[src/rtl/recirculation_mux_pkg.sv]
// Shared types for the recirculation-mux CDC path (source and capture sides).
package recirculation_mux_pkg;

    typedef enum logic [1:0] {
        IDLE     = 2'd0,
        HOLD     = 2'd1,
        WAIT_ACK = 2'd2
    } mux_tx_state_e;

    // Fewer than two flops leaves the acknowledge path exposed to metastability.
    localparam int MIN_STAGES = 2;

endpackage

[src/rtl/recirculation_mux_tx_sync.sv]
// Multi-flop level synchronizer, reset to 0; only the last flop is exported.
module level_synchronizer #(
    parameter int G_STAGES = 2
) (
    input  logic clk,
    input  logic rst,
    input  logic d,
    output logic q
);

    logic [G_STAGES-1:0] sync_pipe;

    always_ff @(posedge clk or posedge rst) begin
        if (rst)
            sync_pipe <= '0;
        else
            sync_pipe <= {sync_pipe[G_STAGES-2:0], d};
    end

    assign q = sync_pipe[G_STAGES-1];

endmodule

[src/rtl/recirculation_mux_tx.sv]
// Domain-A source side of the recirculation mux: holds a word, toggles req,
// and waits for the synchronized ack toggle before taking the next word.
module recirculation_mux_tx
    import recirculation_mux_pkg::*;
#(
    parameter int g_stages    = 2,
    parameter int g_width     = 4,
    parameter int g_timeout   = 64,
    parameter int g_cnt_width = 16
) (
    input  logic                   i_clk_A,
    input  logic                   i_rst_A,
    input  logic                   i_valid_A,
    output logic                   o_ready_A,
    input  logic [g_width-1:0]     i_data_A,
    output logic [g_width-1:0]     o_data_A,
    output logic                   o_req_toggle_A,
    input  logic                   i_ack_toggle_B,
    output logic                   o_busy_A,
    output logic                   o_done_A,
    output logic                   o_timeout_A,
    output logic [g_cnt_width-1:0] o_xfer_count_A
);

    localparam int TW = (g_timeout > 0) ? $clog2(g_timeout + 1) : 1;
    localparam logic [TW-1:0] TLIM = TW'(g_timeout);

    generate
        if (g_stages < MIN_STAGES) begin : g_bad_stages
            $error("recirculation_mux_tx: g_stages must be >= 2");
        end
    endgenerate

    mux_tx_state_e state;
    logic          ack_sync;
    logic [TW-1:0] tmo_cnt;

    level_synchronizer #(
        .G_STAGES (g_stages)
    ) u_ack_sync (
        .clk (i_clk_A),
        .rst (i_rst_A),
        .d   (i_ack_toggle_B),
        .q   (ack_sync)
    );

    assign o_ready_A = (state == IDLE);
    assign o_busy_A  = (state != IDLE);

    always_ff @(posedge i_clk_A or posedge i_rst_A) begin
        if (i_rst_A) begin
            state          <= IDLE;
            o_data_A       <= '0;
            o_req_toggle_A <= 1'b0;
            o_done_A       <= 1'b0;
            o_timeout_A    <= 1'b0;
            o_xfer_count_A <= '0;
            tmo_cnt        <= '0;
        end else begin
            o_done_A <= 1'b0;
            case (state)
                IDLE: begin
                    if (i_valid_A) begin
                        o_data_A <= i_data_A;
                        state    <= HOLD;
                    end
                end
                // One full cycle of stable data before the request edge.
                HOLD: begin
                    o_req_toggle_A <= ~o_req_toggle_A;
                    state          <= WAIT_ACK;
                end
                WAIT_ACK: begin
                    // Level compare: parity match means domain B has captured.
                    if (ack_sync == o_req_toggle_A) begin
                        state          <= IDLE;
                        o_done_A       <= 1'b1;
                        o_xfer_count_A <= o_xfer_count_A + 1'b1;
                        tmo_cnt        <= '0;
                    end else if (g_timeout > 0) begin
                        // Never abort: aborting would break req/ack parity.
                        if (tmo_cnt != TLIM) begin
                            tmo_cnt <= tmo_cnt + 1'b1;
                            if (tmo_cnt == TLIM - 1'b1)
                                o_timeout_A <= 1'b1;
                        end
                    end
                end
                default: state <= IDLE;
            endcase
        end
    end

endmodule

[config.mk]
export PLATFORM = sky130hd
export DESIGN_NAME = recirculation_mux_tx
export DESIGN_NICKNAME = d
export VERILOG_FILES = /design/src/rtl/recirculation_mux_pkg.sv /design/src/rtl/recirculation_mux_tx_sync.sv /design/src/rtl/recirculation_mux_tx.sv
export SDC_FILE = /design/constraint.sdc
export NUM_CORES = 1
export LEC_CHECK = 0
export BUFFER_PORTS_ARGS = -buffer_cell sky130_fd_sc_hd__buf_2
export CAP_MARGIN = 20
export CORE_MARGIN = 3
export CORE_UTILIZATION = 57
export DETAILED_ROUTE_END_ITERATION = 6
export PLACE_DENSITY = 0.86
export SYNTH_ARGS = -nofsm -noshare
export SYNTH_HDL_FRONTEND = slang
export SYNTH_SLANG_ARGS = --single-unit
[constraint.sdc]
create_clock -name i_clk_A -period 3.2 [get_ports i_clk_A]
set_input_delay 0.64 -clock i_clk_A [delete_from_list [all_inputs] [get_ports i_clk_A]]
set_output_delay 0.64 -clock i_clk_A [all_outputs]
set_load 0.01 [all_outputs]
==> out/metrics.csv, run 1 <==
metric,value,unit
register area share after synthesis,56.67,%
Root Buffer,clkbuf_4,
hold buffer count at cts,0,
Period minus WS final,1907,ps
Clock Sinks,34,
Highest Signal Layer,met4,
Nets,177,
Routed wire per std cell,14.74,um
asr flop ratio synth,100.0,%
vias post-DR,1073,
DP HPWL,2092,um
setup_tns,0,ps
area of the mapped netlist,1501,um^2
crit path cell chain,"or4b_4, o211a_4, and3_1, a221o_1",
Chip Height,57.33,um
actual slew at the worst max-slew pin,666.6,ps
Tcrit/Tclk final,59.59,%
clk slew on worst S/H paths,100,ps
count of final hold-check violations,0,
IO Count,33,
CP max-delay cell,or4b_4,
CTS resizes,0,
R2R setup slack,1290,ps
GRT Overall Usage,19.65,%
crit path buf inv count,0,
Lkg Pwr,0.0008848,uW
"CP delay by family, top",simple AND/OR/NAND/NOR gates,
syn avg cell area,11.73,um^2
Placer Congestion,0.9503,
Max stage delay on crit path,600,ps
maximum clock frequency,524.4,MHz
Rel. slew slack,55.51,%
met1 wire length,1249,um
Initial Util,63.59,%
Netlist cell types,31,
run status,"finished, final reports clean",
DR iter-0 viols,22,
Final Skew,8.538,ps
DR WL met3,162,um
Worst-Skew Late Latency,320,ps
worst-path fanout max,8,
Max Buffers Root-to-Sink,2,
TritonCTS buffer count,5,
gr ovfl total,0,
critical path type,register to register,
number of remaining DRC errors,0,
vias in the first global route,1074,
Rows,17,
met2 wire len,1411,um
HP Class,register to register,
Post-synth EDFFs,0,
layout cells sized above 1,30.30,%
initial antenna violation count,0,
CP endpoint kind,register,
Synth Instances,128,
required time of the worst setup path,3410,ps
CTS tree,yes,
area grow syn2layout,16.42,%
Antenna Cells,0,
yosys warns,0,
pwr/cell area,682.2,nW/um^2
first-pass GRT wire length,4899,um
Post-CTS Setup Repair Bufs,0,
final setup vio count,0,
Post-synth top flop,dfrtp_1,
syn_nets,139,
Routed WL,2845,um
CP startpoint kind,register,
"Slew Viols, Final",0,
Pre-antenna DRT Iters,4,
#FFs+latches synth,34,
Core Box Area,2361,um^2
DRT antenna net count,0,
DIE AREA,3286,um^2
H-tree depth,2,
Worst EP arrival,2120,ps
largest net degree at the start of global routing,19,
max_cap viols,0,
port bufs,32,
RSZ-0062 raised after global routing,no,
Horiz. Die Dim,57.33,um
WHS,377.0,ps
peak supply drop,0.5112,mV
Via density,5.560,
-- cell type report --
type,count,area (um^2)
well taps,28,35.03
repair buffers,33,167.7
flip-flops and latches,34,850.8
clock buffers,6,51.30
inverters,6,22.52
multi-input cells,86,620.6
fillers,171,613.1
-- cells by family after synthesis --
kind of cell / count (synthesis) / synth area share, %
flip-flops: 34 / 56.67
adder cells (fa/ha/maj): 3 / 2.500
XOR/XNOR: 19 / 11.08
buffers and inverters: 8 / 1.999
AO/OA/AOI/OAI: 15 / 7.250
multiplexers: 5 / 3.750
AND/OR/NAND/NOR: 44 / 16.75
-- worst register-to-register path: cells and delay by family, from the launching register on --
kind | cells | cell delay [ps]
DFF | 1 | 450
AOI/OAI and AO/OA | 2 | 570
and+or+nand+nor | 2 | 780
-- per-stage QoR --
stage	utilization (%)	instance area, um^2	std cells	setup slack (ps)	total power [uW]
2_1_floorplan	-	1501	128	1434	842.6
3_3_place_gp	71.86	1697	187	1409	958.8
3_5_place_dp	71.86	1697	187	1334	977.2
4_1_cts	74.03	1748	193	1299	1207
5_1_grt	74.03	1748	193	1219	1283
6_report	74.03	1748	193	1293	1192
-- flip-flops by register name (all words and copies together), names as in the netlist --
| register | cells |
|---|---|
| o_xfer_count_A | 16 |
| o_done_A | 1 |
| o_timeout_A | 1 |
| state | 2 |
| u_ack_sync.sync_pipe | 2 |
| o_data_A | 4 |
| o_req_toggle_A | 1 |
| tmo_cnt | 7 |
-- layout by cell type (no fill, tap or decap), drive strengths merged --
cell     n
clkbuf   6
inv      6
nor2     4
nor4     2
and3     5
o211a    1
buf     33
nand2   11
or2      1
a22o     1
nand2b   3
nand3b   1
mux2     5
ha       3
and4     1
a221o    1
xnor2   14
o31ai    1
o211ai   1
xor2     5
or3      1
or4b     1
nand3    8
nor2b    1
nand4    3
a21oi    4
dfrtp   34
and2     2
a21o     1
o21ai    5
-- layer usage --
metal,track usage [%],vias to the layer above
met2,31.81,36
met3,7.240,3
met1,23.96,523
li1,-,511
met5,0,-
met4,7.616,0
-- cell usage after synthesis (2+ instances only) --
cell type  instances  area share, %
xor2_1             5            2.9
o21ai_0            4            1.3
a21oi_1            4            1.3
nand2_1           11            2.8
ha_1               3            2.5
dfrtp_1           34             57
nor2_1             4            1.0
nand4_1            3            1.3
mux2_2             5            3.7
xnor2_1           14            8.2
nand3_1            8            2.7
inv_1              6            1.5
nor4_2             2            1.7
and2_1             2           0.83
and3_1             5            2.1
nand2b_1           3            1.3
-- worst paths after layout --
path                                                   startpoint                           endpoint  cells past startpoint
max in group asynchronous                                 i_rst_A             tmo_cnt[0]$_DFFE_PP0P_                      3
worst max register to register             tmo_cnt[3]$_DFFE_PP0P_             tmo_cnt[6]$_DFFE_PP0P_                      4
worst max-delay path                       tmo_cnt[3]$_DFFE_PP0P_             tmo_cnt[6]$_DFFE_PP0P_                      4
worst min-delay path            u_ack_sync.sync_pipe[0]$_DFF_PP0_  u_ack_sync.sync_pipe[1]$_DFF_PP0_                      0
min in group asynchronous                                 i_rst_A      o_xfer_count_A[5]$_DFFE_PP0P_                      2
worst min register to register  u_ack_sync.sync_pipe[0]$_DFF_PP0_  u_ack_sync.sync_pipe[1]$_DFF_PP0_                      0
-- power breakdown --
group / leakage [uW] / total [uW] / switching, uW / internal [uW]
Sequential: 0.000448 / 596 / 81.8 / 515
Clock: 0.0000302 / 226 / 127 / 98.9
Combinational: 0.000407 / 370 / 205 / 165
No activity file was read; power rests on OpenSTA's default activity.
==> run 2, diff against run 1 <==
--- a/config.mk
+++ b/config.mk
@@ -8,9 +8,9 @@
 export BUFFER_PORTS_ARGS = -buffer_cell sky130_fd_sc_hd__buf_2
 export CAP_MARGIN = 20
 export CORE_MARGIN = 3
-export CORE_UTILIZATION = 57
+export CORE_UTILIZATION = 47
 export DETAILED_ROUTE_END_ITERATION = 6
-export PLACE_DENSITY = 0.86
+export PLACE_DENSITY = 0.76
 export SYNTH_ARGS = -nofsm -noshare
 export SYNTH_HDL_FRONTEND = slang
 export SYNTH_SLANG_ARGS = --single-unit
==> constraint.sdc (replaced) <==
create_clock -name i_clk_A -period 1.6 [get_ports i_clk_A]
set_input_delay 0.32 -clock i_clk_A [delete_from_list [all_inputs] [get_ports i_clk_A]]
set_output_delay 0.32 -clock i_clk_A [all_outputs]
set_load 0.01 [all_outputs]
==> out/metrics.csv, run 2 (same netlist as run 1, synthesis figures left out) <==
metric,value,unit,change
run status,finished with violations,,
failing checks,setup timing,,
Via density,5.146,,-7.4%
initial antenna violation count,0,,unchanged
IO Count,33,,unchanged
pwr/cell area,1374,nW/um^2,+100%
Worst R2R End,tmo_cnt[6]$_DFFE_PP0P_,,
FF-to-FF path depth,4,,unchanged
Antenna Cells,0,,unchanged
setup ws final,-130.8,ps,-1424 ps
RSZ-0062 raised after global routing,yes,,
post-layout util,68.25,%,-5.8 points
worst-path fanout max,5,,-3
gr ovfl total,0,,unchanged
HP Class,input port to async pin,,
maximum clock frequency,577.8,MHz,+10%
final setup vio count,5,,+5
CP endpoint kind,register,,
H-tree depth,2,,unchanged
Chip Height,62.52,um,+9.1%
Period minus WS final,1731,ps,-176.2 ps
vias post-DR,1163,,+8.4%
DP HPWL,2229,um,+6.5%
Max Buffers Root-to-Sink,2,,unchanged
actual slew at the worst max-slew pin,417.4,ps,-249.1 ps
Lkg Pwr,0.001002,uW,+13%
TritonCTS buffer count,5,,unchanged
Non-Filler Instances,226,,+17%
GRT Overall Usage,18.32,%,-1.3 points
Top reg by flops,o_xfer_count_A,,
Top Registers,"o_xfer_count_A x16, tmo_cnt x7, o_data_A x4",,
port bufs,32,,unchanged
Rows,19,,+2
DRT antenna net count,0,,unchanged
Routed WL,3346,um,+18%
most frequent cells in the layout,"dfrtp_1 (34), buf_2 (32), buf_4 (15)",,
Nets,194,,+9.6%
DR iter-0 viols,41,,+86%
first-pass GRT wire length,5637,um,+15%
Initial Util,51.77,%,-12 points
WHS,46.16,ps,-330.8 ps
Pre-antenna DRT Iters,4,,unchanged
hold buffer count at cts,0,,unchanged
Rel. slew slack,72.17,%,+17 points
dpl cells,213,,+14%
Horiz. Die Dim,62.52,um,+9.1%
Core Box Area,2900,um^2,+23%
DIE AREA,3909,um^2,+19%
Final Skew,10.11,ps,+1.569 ps
clk slew on worst S/H paths,100,ps,about the same
max_cap viols,0,,unchanged
Tcrit/Tclk final,108.2,%,+49 points
Worst EP arrival,1960,ps,-160 ps
number of remaining DRC errors,0,,unchanged
"Slew Viols, Final",0,,unchanged
Placer Congestion,0.8354,,-12%
Clock Sinks,34,,unchanged
Worst-Skew Late Latency,340,ps,+20 ps
CP startpoint kind,register,,
"most common cell after layout, fill and taps aside",dfrtp_1,,
vias in the first global route,1201,,+12%
R2R setup slack,-130,ps,-1420 ps
count of final hold-check violations,0,,unchanged
R2R Path Start,tmo_cnt[4]$_DFFE_PP0P_,,
layout cells sized above 1,40.76,%,+10 points
area grow syn2layout,31.83,%,
largest net degree at the start of global routing,35,,+16
Largest register FFs,16,,unchanged
Routed wire per std cell,14.81,um,+0.44%
CTS tree,yes,,
required time of the worst setup path,1830,ps,-1580 ps
peak supply drop,0.8363,mV,+64%
critical path type,register to register,,
Root Buffer,clkbuf_4,,
[run 2: worst max-delay path by stage]
stage	from	endpoint	slack (ps)	cells past startpoint
after floorplan	tmo_cnt[2]$_DFFE_PP0P_	tmo_cnt[6]$_DFFE_PP0P_	-130	4
after global placement	tmo_cnt[2]$_DFFE_PP0P_	tmo_cnt[6]$_DFFE_PP0P_	-80	4
after detailed placement	tmo_cnt[2]$_DFFE_PP0P_	tmo_cnt[6]$_DFFE_PP0P_	-130	4
after CTS	tmo_cnt[3]$_DFFE_PP0P_	tmo_cnt[6]$_DFFE_PP0P_	-150	4
after global routing	tmo_cnt[4]$_DFFE_PP0P_	tmo_cnt[6]$_DFFE_PP0P_	-180	4
final	tmo_cnt[4]$_DFFE_PP0P_	tmo_cnt[6]$_DFFE_PP0P_	-130	4
[run 2: critical path, stage by stage, from the launching register on]
cell and delay (ps):
dfrtp_1 390, or4b_4 570, o211a_4 270, and3_4 140, a221o_1 260
[run 2: area by class of cell]
type	instances	area [um^2]
well taps	42	52.55
flip-flops and latches	34	850.8
clock buffers	7	55.05
repair buffers	50	315.3
inverters	6	22.52
multi-input cells	86	678.2
fillers	234	920.9
clock inverters	1	5.005
[run 2: routing by layer]
metal  routed length (um)  GRT usage (%)  share of wire (%)  vias up
li1                     -              -                  -      549
met1                 1404          24.88                 42      565
met2                 1691          27.96                 51       40
met3                  160          3.777                4.8        9
met4                   91          8.815                2.7        0
met5                    0              0                  0        -
[run 2: per-stage QoR]
step / area [um^2] / setup slack (ps) / TNS (ps) / total power (uW)
floorplan: 1506 / -129.4 / -129.4 / 1686
global placement: 1809 / -80.73 / -147.5 / 2025
detailed placement: 1809 / -130.0 / -316.9 / 2081
CTS: 1909 / -146.2 / -364.6 / 2611
global route: 1979 / -176.1 / -870.3 / 2907
finish: 1979 / -130.8 / -299.8 / 2720
[run 2: power by group]
group          internal (uW)  total (uW)  switching, uW
logic                    503        1050            544
clock network            213         494            281
registers               1030        1180            150
total                   1740        2720            975
[run 2: repair_timing]
action                                  4_1_cts  5_1_grt
resized for setup                             6        8
pin swaps                                     5        6
cloned                                        0        0
buffers inserted                              1        4
endpoints found under the setup margin        6       14
